==> config.mk <==
export PLATFORM = sky130hd
export DESIGN_NAME = lfsr_challenge_ctrl
export DESIGN_NICKNAME = d
export VERILOG_FILES = /design/src/rtl/lfsr_challenge_ctrl.sv
export SDC_FILE = /design/constraint.sdc
export NUM_CORES = 1
export LEC_CHECK = 0
export CAP_MARGIN = 10
export CORE_ASPECT_RATIO = 0.7
export CORE_UTILIZATION = 54
export CTS_BUF_LIST = sky130_fd_sc_hd__clkbuf_8
export DETAILED_ROUTE_END_ITERATION = 6
export PLACE_DENSITY_LB_ADDON = 0.08
export REMOVE_ABC_BUFFERS = 1
export SYNTH_ARGS = -nofsm -noshare
export SYNTH_HDL_FRONTEND = slang
export SYNTH_SLANG_ARGS = --single-unit
==> constraint.sdc <==
create_clock -name clk -period 5.6 [get_ports clk]
set_input_delay 1.12 -clock clk [delete_from_list [all_inputs] [get_ports clk]]
set_output_delay 1.12 -clock clk [all_outputs]
set_load 0.1 [all_outputs]
==> src/rtl/lfsr_challenge_ctrl.sv <==
// Sequencer for the 16-bit LFSR challenge generator: seeds the LFSR, waits for each
// settled challenge, hands it to the PUF via req/ack and collects NBITS response bits.
module lfsr_challenge_ctrl #(
  parameter int NBITS   = 128,
  parameter int TIMEOUT = 32
) (
  input  logic             clk,
  input  logic             rst_n,
  input  logic             start,
  input  logic [15:0]      seed,
  output logic             lfsr_start_new,
  output logic             lfsr_next,
  output logic [15:0]      lfsr_c,
  input  logic             lfsr_en,
  input  logic [15:0]      lfsr_r,
  output logic [15:0]      puf_chal,
  output logic             puf_req,
  input  logic             puf_ack,
  input  logic             puf_resp,
  output logic [NBITS-1:0] resp,
  output logic             busy,
  output logic             done,
  output logic             err
);

  localparam int RW = $clog2(NBITS + 1);
  localparam int WW = $clog2(TIMEOUT + 1);
  localparam logic [RW-1:0] R_LAST = RW'(NBITS - 1);
  localparam logic [WW-1:0] W_LAST = WW'(TIMEOUT - 1);

  typedef enum logic [2:0] {IDLE, LOAD, RUN, REQ, NEXT, FIN} state_t;

  state_t           state, state_d;
  logic             sn_d, next_d, req_d, busy_d, done_d, err_d;
  logic [15:0]      c_d, chal_d;
  logic [NBITS-1:0] resp_d;
  logic [RW-1:0]    rcnt, rcnt_d;
  logic [WW-1:0]    wcnt, wcnt_d;

  always_ff @(posedge clk or negedge rst_n) begin
    if (!rst_n) begin
      state          <= IDLE;
      lfsr_start_new <= 1'b0;
      lfsr_next      <= 1'b0;
      lfsr_c         <= '0;
      puf_chal       <= '0;
      puf_req        <= 1'b0;
      resp           <= '0;
      busy           <= 1'b0;
      done           <= 1'b0;
      err            <= 1'b0;
      rcnt           <= '0;
      wcnt           <= '0;
    end else begin
      state          <= state_d;
      lfsr_start_new <= sn_d;
      lfsr_next      <= next_d;
      lfsr_c         <= c_d;
      puf_chal       <= chal_d;
      puf_req        <= req_d;
      resp           <= resp_d;
      busy           <= busy_d;
      done           <= done_d;
      err            <= err_d;
      rcnt           <= rcnt_d;
      wcnt           <= wcnt_d;
    end
  end

  // Outputs are registered, so each branch sets the value seen in the following cycle.
  always_comb begin
    state_d = state;
    sn_d    = lfsr_start_new;
    next_d  = 1'b0;
    c_d     = lfsr_c;
    chal_d  = puf_chal;
    req_d   = puf_req;
    resp_d  = resp;
    busy_d  = busy;
    done_d  = 1'b0;
    err_d   = err;
    rcnt_d  = rcnt;
    wcnt_d  = wcnt;
    case (state)
      IDLE: begin
        sn_d = 1'b0;
        if (start) begin
          c_d     = seed;
          resp_d  = '0;
          rcnt_d  = '0;
          err_d   = 1'b0;
          busy_d  = 1'b1;
          state_d = LOAD;
        end
      end
      LOAD: begin
        sn_d    = 1'b1;
        wcnt_d  = '0;
        state_d = RUN;
      end
      RUN: begin
        // wcnt==0 marks the first RUN cycle, where en may still be stale.
        if (wcnt != '0 && lfsr_en) begin
          chal_d  = lfsr_r;
          req_d   = 1'b1;
          state_d = REQ;
        end else if (wcnt == W_LAST) begin
          err_d   = 1'b1;
          busy_d  = 1'b0;
          sn_d    = 1'b0;
          state_d = IDLE;
        end else begin
          wcnt_d = wcnt + 1'b1;
        end
      end
      REQ: begin
        if (puf_ack) begin
          req_d  = 1'b0;
          resp_d = {resp[NBITS-2:0], puf_resp};
          rcnt_d = rcnt + 1'b1;
          if (rcnt == R_LAST) begin
            done_d  = 1'b1;
            busy_d  = 1'b0;
            sn_d    = 1'b0;
            state_d = FIN;
          end else begin
            next_d  = 1'b1;
            state_d = NEXT;
          end
        end
      end
      NEXT: begin
        wcnt_d  = '0;
        state_d = RUN;
      end
      FIN:     state_d = IDLE;
      default: state_d = IDLE;
    endcase
  end

endmodule

* Yosys cells after proc, flatten, opt, wreduce, memory -nomap -nowiden
Index checks and enable logic that the tools add are counted.
** Storage, ports and cells
- Register bits :: 183
- Output and inout port bits :: 166
- Word-level logic and storage cells :: 82
** Operators by class
- Add/sub/neg operators :: 2
- Eq/ne operators :: 14
- Mux-type cells :: 35
- Reduce and logical (&&, ||, !) cells :: 19
** Operator list (count)
- $mux W128 :: 2
- $pmux W128 S2 :: 1
- $mux W1 :: 17
- $mux W8 :: 2
- $pmux W8 S2 :: 1
- $ne A2 B2 Y1 const B :: 7
- $mux W3 :: 4
- $mux W6 :: 2
- $pmux W3 S4 :: 1
- $pmux W6 S2 :: 1
- $reduce_and A3 Y1 :: 4
- $add A8 B1 Y8 const B :: 1
- $eq A8 B7 Y1 const B :: 1
- $reduce_bool A2 Y1 :: 4
- $add A6 B1 Y6 const B :: 1
- $eq A3 B2 Y1 const B :: 2
- $eq A6 B5 Y1 const B :: 1
- $reduce_and A6 Y1 :: 1
- $reduce_bool A6 Y1 :: 1
- $reduce_and A5 Y1 :: 1
- $pmux W1 S2 :: 2
- $pmux W1 S4 :: 1
- $reduce_and A2 Y1 :: 2
- $reduce_and A4 Y1 :: 1
- other kinds (9) :: 9

* Longest topological paths before layout
- Depth in word-level cells :: 4
- Depth in mapped cells :: 8
- Gate-level depth less buffers :: 6

* Worst setup path before layout
Ideal clock, no wire load.
- Path kind :: input port to flip-flop
- Start :: input port start
- End :: register rcnt[7]
- Setup time :: 0.079 ns
- Arrival :: 2.457 ns
- Path slack :: 3.065 ns
- Stages :: 5
- Path buffers :: 1
- Cell sequence :: or3b_4 > a21o_1 > buf_6 > or4_1 > a21oi_1
** On the way
- Longest elaborated chain between the ends :: 2
** Ends and longest elaborated chain
- start, declared :: RTL line 9 : input logic start,
- $ne A2 B2 Y1 (no source line)
- $reduce_and A3 Y1 (no source line)
- end signal, assigned :: RTL line 65 : rcnt <= rcnt_d;
- end, declared :: RTL line 37 : logic [RW-1:0] rcnt, rcnt_d;
Every way passes these cells.
A chain may end at the register's enable or synchronous reset.

* Final worst setup path
- Start :: register resp[102]
- End :: output port resp[102]
** RTL lines
- start, declared :: RTL line 20 : output logic [NBITS-1:0] resp,
- start signal, assigned :: RTL line 61 : resp <= resp_d;
No word-level cell between the ends.

==> flow_summary.json <==
{
  "outcome": "complete, no violations",
  "dpl.hpwl_um": 11380,
  "clkSinkCount": 183,
  "fmax_mhz": 318.3,
  "vdd_drop_max_mv": 0.4876,
  "start_util_pct": 56.05,
  "synth_async_sr_flop_share_pct": 100.0,
  "crit_slowest_cell": "clkdlybuf4s50_1",
  "end_kind": "output pin",
  "post-route-min-period_ns": 3.142,
  "gp_congestion": 0.8114,
  "die_y_um": 100.4,
  "track_usage_pct": 24.73,
  "netlist.top_cell.by_area": "dfrtp_1",
  "crit_chain": "clkdlybuf4s50_1",
  "gr-total-overflow": 0,
  "ys_types": 42,
  "tightest_slew_ns": 1.163,
  "maxCapViolations": 0,
  "synth_cells": 763,
  "grt_pass1_wl_um": 27680,
  "synth-edff-count": 0,
  "place_inst": 1103,
  "ys_ff_latch": 183,
  "layout_setup_ws_ns": 2.458,
  "postCtsHoldBufs": 0,
  "finalMaxSlewViolations": 0,
  "yosysTopAreaCellShare_pct": 61.37,
  "crit_cells": 1,
  "cts-htree-levels": 4,
  "ant_nets": 0,
  "drt_iter0_drc": 370,
  "root_buffer": "clkbuf_8",
  "clkLatencyLatePin_ns": 0.44,
  "rsz0062_at_grt": "false",
  "die-area_sq_mm": 0.01430,
  "yosysMostFrequentCell": "nand2_1",
  "utilization_pct": 74.59,
  "crit_type": "register to output pin",
  "p_leak_uw": 0.004027,
  "cp-start-kind": "register",
  "hold_violations": 0,
  "num_vias": 5909,
  "critPathMaxFanout": 3,
  "cp_top_family": "buffers and inverters",
  "nNetsFinal": 978,
  "clk_pin_slew_ns": 0.09,
  "setup_viol": 0,
  "n_antenna_cell": 0,
  "reg2reg_from": "state[0]",
  "cts_tree": "done",
  "wl_um": 17160,
  "hp-start": "puf_req",
  "slowest_delay_ns": 1.20,
  "ios": 204,
  "skew_ns": 0.01396,
  "syn_area_per_cell_sq_um": 9.780,
  "synthTopCellsByCount": "nand2_1, dfrtp_1, o21ai_0, clkbuf_1, mux2_2",
  "ys_seq_area_share_pct": 61.37,
  "via_per_inst": 5.215,
  "syn_to_final_growth_pct": 33.07,
  "r2r_cells": 4,
  "coreArea_sq_mm": 0.01331,
  "relSlewSlack_pct": 22.44,
  "grt_antenna_before_repair": 0,
  "wl_per_cell_um": 15.15,
  "dpl_worst_slack_ns": 2.039,
  "synth_area_sq_mm": 0.007462,
  "io_buffer_count": 203,
  "hold_depth": 1,
  "die-width_um": 142.5,
  "drive_gt1_share_pct": 7.806,
  "crit_start": "resp[102]",
  "hold_class": "register to register",
  "grt_pass1_vias": 5504,
  "p_total_uw": 4400,
  "post-route-drc-count": 0,
  "critPathArrivalTime_ns": 2.02,
  "numCtsBuffers": 17,
  "min_period_over_period_pct": 56.11,
  "p_per_area_mw_per_mm2": 443.1,
  "cts_resized": 0,
  "grt_start_max_net_pins": 149,
  "synth-main-ff-cell": "dfrtp_1",
  "yosys-top-cells-area": "dfrtp_1, nand2_1, o21ai_0",
  "dr.pass1.iters": 5,
  "row_count": 35,
  "setup_tns_ns": 0,
  "post-cts-setup-buffers": 0,
  "synth.yosys.warnings": 0,
  "cp.required_ns": 4.48,
  "path_buf_inv": 1,
  "fin_cells": 1133,
  "clock_path_buffers": 2
}
power breakdown:
part / internal [uW] / total, uW / switching, uW / leakage (uW)
Sequential: 1470 / 1600 / 125 / 0.00247
Clock: 352 / 825 / 473 / 0.000166
Combinational: 457 / 1980 / 1520 / 0.00139
Total: 2280 / 4400 / 2120 / 0.00403
cell usage in the layout, fill, tap and decap left out, drive strengths merged, types with 2 or more instances in the layout:
cell	instances
a21o	4
ha	3
and3	2
or3	2
nand2b	2
inv	13
a31oi	5
a211oi	6
buf	6
nand3	11
dfrtp	183
o31ai	2
xnor2	3
clkinvlp	6
mux2i	2
nand4	4
or4	2
mux2	32
nor3	2
clkdlybuf4s50	202
clkbuf	17
a21oi	8
o21ai	133
o211ai	2
nand2	272
or4b	3
nor2	5
or3b	2
flip-flops by register name, indices dropped and copies added, names as in the netlist, 3 cells and up:
name,flops
puf_chal,16
rcnt,8
wcnt,6
resp,128
lfsr_c,16
state,3
final cells by class:
cell class / instances / area [sq um]
Clock buffer: 17 / 234.0
Inverter: 8 / 30.03
Multi-Input combinational cell: 519 / 2646
Fill cell: 957 / 3383
Timing Repair Buffer: 208 / 2083
Clock inverter: 13 / 125.1
Sequential cell: 183 / 4579
Tap cell: 185 / 231.5
layer usage:
layer	track usage [%]	vias to the layer above	routed length, um
met5	0	-	0
met4	5.790	0	154
met3	9.160	16	1688
met2	36.99	219	7686
met1	34.49	2803	7635
li1	-	2871	-
cells by family after synthesis:
family | count (synthesis) | share of synthesized area (%)
buf+inv | 61 | 3.437
mux | 34 | 5.097
compound gates | 165 | 11.84
flops | 183 | 61.37
fa+ha+maj | 3 | 0.5031
xor+xnor | 4 | 0.4696
simple gates | 313 | 17.29
stage by stage:
stage / hold slack [ns] / instance area [sq um]
detailed placement: 0.4658 / 9570
global route: 0.5042 / 9930
finish: 0.4893 / 9930
CTS: 0.4946 / 9930
floorplan: 0.4759 / 7236
global placement: 0.4607 / 9570
worst reg2reg max path, stage by stage (launching register included):
cell,delay (ns)
dfrtp_1,0.70
or3b_4,0.27
a21o_4,0.88
buf_12,0.46
o21ai_0,0.20
worst paths after layout:
path                       slack, ns        end
max                             2.46  resp[102]
min                             0.49    puf_req
max reg2reg                     2.96   resp[48]
min reg2reg                     0.49    puf_req
max in group asynchronous       3.64   resp[90]
min in group asynchronous       0.72   resp[63]
(Power assumes the default switching activity.)
